## config.mk

```make
export PLATFORM = sky130hd
export DESIGN_NAME = counter_bus_loader
export DESIGN_NICKNAME = d
export VERILOG_FILES = /design/src/rtl/counter_bus_loader.sv
export SDC_FILE = /design/constraint.sdc
export NUM_CORES = 1
export LEC_CHECK = 0
export ABC_AREA = 1
export BUFFER_PORTS_ARGS = -buffer_cell sky130_fd_sc_hd__buf_4
export CORE_MARGIN = 2
export CORE_UTILIZATION = 35
export DETAILED_ROUTE_END_ITERATION = 16
export HOLD_SLACK_MARGIN = 0.1
export SYNTH_ARGS = -nofsm -noshare
export SYNTH_HDL_FRONTEND = slang
export SYNTH_SLANG_ARGS = --single-unit
export TNS_END_PERCENT = 100
```

## constraint.sdc

```tcl
create_clock -name clk -period 2.4 [get_ports clk]
set_input_delay 0.48 -clock clk [delete_from_list [all_inputs] [get_ports clk]]
set_output_delay 0.48 -clock clk [all_outputs]
set_load 0.05 [all_outputs]
```

## src/rtl/counter_bus_loader.sv

```systemverilog
// rtl/counter_bus_loader.sv - peer controller on the counter tile's shared uio bus
// Listens for +1 sequences while idle; on request, pulses load, drives a preload value, verifies adoption.
module counter_bus_loader #(
  parameter int WIDTH       = 8,
  parameter int REQ_CYCLES  = 2,
  parameter int DRIVE_START = 2,
  parameter int DRIVE_LEN   = 2
) (
  input  logic             clk,
  input  logic             rst_n,
  input  logic             start,
  input  logic [WIDTH-1:0] load_value,
  input  logic             clr_err,
  input  logic [WIDTH-1:0] bus_in,
  output logic [WIDTH-1:0] bus_out,
  output logic             bus_oe,
  output logic             load_req,
  output logic             busy,
  output logic             done,
  output logic             load_ok,
  output logic [WIDTH-1:0] last_value,
  output logic             seq_err
);

  localparam logic [2:0] S_IDLE   = 3'd0;
  localparam logic [2:0] S_REQ    = 3'd1;
  localparam logic [2:0] S_DRIVE  = 3'd2;
  localparam logic [2:0] S_TURN   = 3'd3;
  localparam logic [2:0] S_VERIFY = 3'd4;

  localparam int K_W = $clog2(DRIVE_START + DRIVE_LEN + 2) + 1;
  // k holds n+1 after edge E+n, so the windows below are offset by one from edge numbers
  localparam logic [K_W-1:0] REQ_K  = K_W'(REQ_CYCLES);
  localparam logic [K_W-1:0] OE_LO  = K_W'(DRIVE_START);
  localparam logic [K_W-1:0] OE_HI  = K_W'(DRIVE_START + DRIVE_LEN);

  logic [2:0]       state_q, state_d;
  logic [K_W-1:0]   k_q, k_d;
  logic [WIDTH-1:0] val_q, val_d;
  logic [WIDTH-1:0] last_q, last_d;
  logic             load_req_q, load_req_d;
  logic             bus_oe_q, bus_oe_d;
  logic             busy_q, busy_d;
  logic             done_q, done_d;
  logic             load_ok_q, load_ok_d;
  logic             hist_q, hist_d;
  logic             err_q, err_d;
  logic             new_err;
  logic [WIDTH-1:0] last_inc;

  assign last_inc = last_q + 1'b1;

  always_comb begin
    state_d    = state_q;
    k_d        = k_q;
    val_d      = val_q;
    last_d     = last_q;
    load_req_d = load_req_q;
    bus_oe_d   = bus_oe_q;
    busy_d     = busy_q;
    done_d     = 1'b0;
    load_ok_d  = load_ok_q;
    hist_d     = hist_q;
    new_err    = 1'b0;

    // Monitor runs whenever not busy, which includes the done (VERIFY) cycle
    if (!busy_q) begin
      new_err = hist_q && (bus_in != last_inc);
      last_d  = bus_in;
      hist_d  = 1'b1;
    end

    case (state_q)
      S_IDLE, S_VERIFY: begin
        state_d = S_IDLE;
        if (start) begin
          val_d      = load_value;
          load_req_d = 1'b1;
          busy_d     = 1'b1;
          k_d        = K_W'(1);
          state_d    = S_REQ;
        end
      end
      S_REQ, S_DRIVE: begin
        k_d        = k_q + 1'b1;
        load_req_d = (k_d <= REQ_K);
        bus_oe_d   = (k_d > OE_LO) && (k_d <= OE_HI);
        if (bus_oe_d)
          state_d = S_DRIVE;
        else if (k_d > OE_HI)
          state_d = S_TURN;
        else
          state_d = S_REQ;
      end
      S_TURN: begin
        load_ok_d = (bus_in == val_q);
        done_d    = 1'b1;
        busy_d    = 1'b0;
        last_d    = bus_in;
        hist_d    = 1'b1;
        k_d       = '0;
        state_d   = S_VERIFY;
      end
      default: state_d = S_IDLE;
    endcase

    err_d = (err_q && !clr_err) || new_err;
  end

  always_ff @(posedge clk) begin
    if (!rst_n) begin
      state_q    <= S_IDLE;
      k_q        <= '0;
      val_q      <= '0;
      last_q     <= '0;
      load_req_q <= 1'b0;
      bus_oe_q   <= 1'b0;
      busy_q     <= 1'b0;
      done_q     <= 1'b0;
      load_ok_q  <= 1'b0;
      hist_q     <= 1'b0;
      err_q      <= 1'b0;
    end else begin
      state_q    <= state_d;
      k_q        <= k_d;
      val_q      <= val_d;
      last_q     <= last_d;
      load_req_q <= load_req_d;
      bus_oe_q   <= bus_oe_d;
      busy_q     <= busy_d;
      done_q     <= done_d;
      load_ok_q  <= load_ok_d;
      hist_q     <= hist_d;
      err_q      <= err_d;
    end
  end

  assign bus_out    = bus_oe_q ? val_q : '0;
  assign bus_oe     = bus_oe_q;
  assign load_req   = load_req_q;
  assign busy       = busy_q;
  assign done       = done_q;
  assign load_ok    = load_ok_q;
  assign last_value = last_q;
  assign seq_err    = err_q;

endmodule

```

==> impl_metrics.toml <==
[worst_setup_path]
crit_arrival_ps = 1190
cp_max_fo = 10
cp_slowest_cell = "dfxtp_1"
ff2ff_path_depth = 6
worstPathCellList = "nand2_1 > inv_1 > buf_4"
r2r_start = "state_q[0]$_SDFF_PN0_"
slowest_delay_ps = 540
cp-start-kind = "register"
crit_family = "flip-flops"
path_class = "register to output pin"
endpoint_kind = "output pin"
cp.depth = 3
crit_buf_inv = 2
crit_start = "bus_oe$_SDFFE_PN0N_"
worstPathRequired_ps = 1920

[die]
die_w_um = 71.6
dieArea_um2 = 5130
floorplan.initialDensity_pct = 36.5
core.rowCount = 24
ioPinCount = 42
die_h_um = 71.6
core_area_um2 = 4380

[timing]
period_share_pct = 69.5
setup-violations-final = 0
setup_ws_ps = 732
maxSlewHeadroom_pct = 71.0
fmax_ghz = 0.600
skew_ps = 5.55
min_period_ps = 1670
grt_setup_unrepaired = "false"
slew_violations = 0
worstMarginPinSlew_ps = 434
tns_ps = 0
finalHoldViolCount = 0

[final_layout]
finalInstanceArea_um2 = 2040
fin_util_pct = 46.5
nNetsFinal = 313
n_antenna_cell = 0
area_growth_pct = 27.3
layoutNonFillerInstCount = 343
fill_cells = 468
layout-drive-gt1-share_pct = 18.9

[global_routing]
grt_pass1_wl_mm = 6.17
grt_max_degree = 22
overflow = 0
grt_usage_pct = 15.5
grt_pass1_vias = 1319
antenna_found_initial = 0

[place]
post-place-cells = 335
dpl_cell_area_um2 = 1950
io_buffer_count = 41
post-dp-hpwl_mm = 2.85
place_ws_ps = 738
gp_congestion = 0.794

[synthesis]
synth-seq-cells = 30
synthSimpleGateAreaFrac_pct = 29.4
synth_top_area_share_pct = 37.5
synthTopCellsByArea = "dfxtp_1 (38%), nand2_1 (16%), inv_1 (9.4%)"
yosys.area_share.adder_pct = 2.34
synth_edf_count = 0
muxShareOfSynthArea_pct = 0
async_flop_share_pct = 0
synth_compound_area_share_pct = 14.6
syn-cell-area_um2 = 1600
synth_top_family_by_area = "simple AND/OR/NAND/NOR gates"
yosysSeqAreaShare_pct = 37.5
ys.flop_type = "dfxtp_1"
synth_top_area_cell = "dfxtp_1"
mappedNetlistNets = 270
postSynthCellCount = 247
ys_warn_count = 0
ys_types = 27
syn_avg_cell_area_um2 = 6.48
yosys.area_share.xor_xnor_pct = 4.38

[clock_tree]
cts-resized-gates = 0
cts_setup_buffers = 0
h-tree-depth = 2
clk_path_buf_depth = 2
clk_latency_ps = 280
clock_sinks = 30
cts_buffers = 5
clockRootBuffer = "clkbuf_8"
cts.clk_slew.worst_paths_ps = 60
ctsHoldBuffers = 0
cts_tree = "done"

[route]
ant_nets = 0
first_iter_violations = 66
drt-total-wl_mm = 3.71
via_count = 1558
wire_per_inst_um = 10.8
dr.pass1.iters = 4
viasPerCell = 4.54
drc = 0

[pwr]
p_leak_nw = 1.06
pwr_density_cell_nw_per_um2 = 712
p_switching_uw = 519
switching_share_pct = 35.8
ir_worst_vdd_v = 0.000466
power.share.clock_pct = 28.1
p_comb_share_pct = 29.5
internal-power_uw = 932
p_seq_share_pct = 42.4

[min_path]
min-delay-path-class = "input pin to register"
holdPathStages = 4
min-delay-start = "clr_err"

[flow_run]
max_cap_violations = 0

[outcome]
status = "complete, no violations"
sequential cells by signal (all words and copies together), names as in the netlist:
register and cells:
seq_err 1, last_value 8, busy 1, load_ok 1, done 1, val_q 8, state_q 3, hist_q 1
load_req 1, bus_oe 1, k_q 4
worst min-delay path, stage by stage:
cell and delay (ps):
buf_4 80, inv_1 30, nand2_1 50, a21oi_1 50
power groups by stage:
stage / clock network, mW / logic [mW] / registers, mW
floorplan: 0 / 0.236 / 0.692
global placement: 0 / 0.427 / 0.626
detailed placement: 0 / 0.430 / 0.627
CTS: 0.417 / 0.432 / 0.617
global route: 0.441 / 0.473 / 0.626
finish: 0.407 / 0.428 / 0.615
cells in the final DEF, fill, tap and decap left out, types with 2 or more instances in the layout:
master / instances
inv_2: 2
nor2_1: 26
buf_4: 41
a21oi_1: 23
xnor2_1: 4
o21ai_0: 18
inv_1: 40
ha_1: 3
nand3_1: 10
clkbuf_8: 6
nand2_1: 68
dfxtp_1: 30
xor2_1: 4
nand4_1: 3
layout make-up:
cell class              count  area, um^2  share of cell area [%]
multi-input cells         169         812                    39.8
clock inverters             1        5.00                   0.246
clock buffers               7        86.3                    4.24
repair buffers             41         308                    15.1
inverters                  43         161                    7.92
flip-flops and latches     30         601                    29.5
well taps                  52        65.1                    3.19
kinds of logic (layout without fill, tap and decap cells):
kind of cell               count (synthesis)  count (layout)
and+or+nand+nor                          113             113
buffers and inverters                     48              92
AOI/OAI and AO/OA                         45              45
DFF                                       30              30
xor gates and xnor gates                   8               8
adders and majority gates                  3               3
per-stage QoR:
| stage | total power, mW | hold WS (ps) |
|---|---|---|
| after CTS | 1.47 | 444 |
| final | 1.45 | 450 |
| after global placement | 1.05 | 462 |
| after global routing | 1.54 | 452 |
| after floorplan | 0.928 | 442 |
| after detailed placement | 1.06 | 468 |
path summary, 6_finish.rpt:
path / slack [ps] / end
hold / removal: 450 / seq_err$_SDFF_PN0_
setup reg to reg: 870 / k_q[2]$_SDFFE_PN0P_
setup / recovery: 730 / bus_out[2]
hold reg to reg: 470 / seq_err$_SDFF_PN0_
cells in the mapped netlist, types with 2 or more instances:
master    instances
inv_1            40
nand3_1          10
nand2_1          68
xor2_1            4
nor2_1           26
a21oi_1          23
nand4_1           3
dfxtp_1          30
ha_1              3
clkbuf_1          2
xnor2_1           4
o21ai_0          18
inv_2             2
per-layer routing:
layer / track usage [%] / vias to the layer above / routed length (um)
met3: 5.20 / 5 / 216
li1: - / 854 / -
met1: 21.2 / 663 / 1850
met2: 22.5 / 36 / 1580
met5: 0 / - / 0
met4: 5.66 / 0 / 59
No activity file was read; power rests on OpenSTA's default activity.
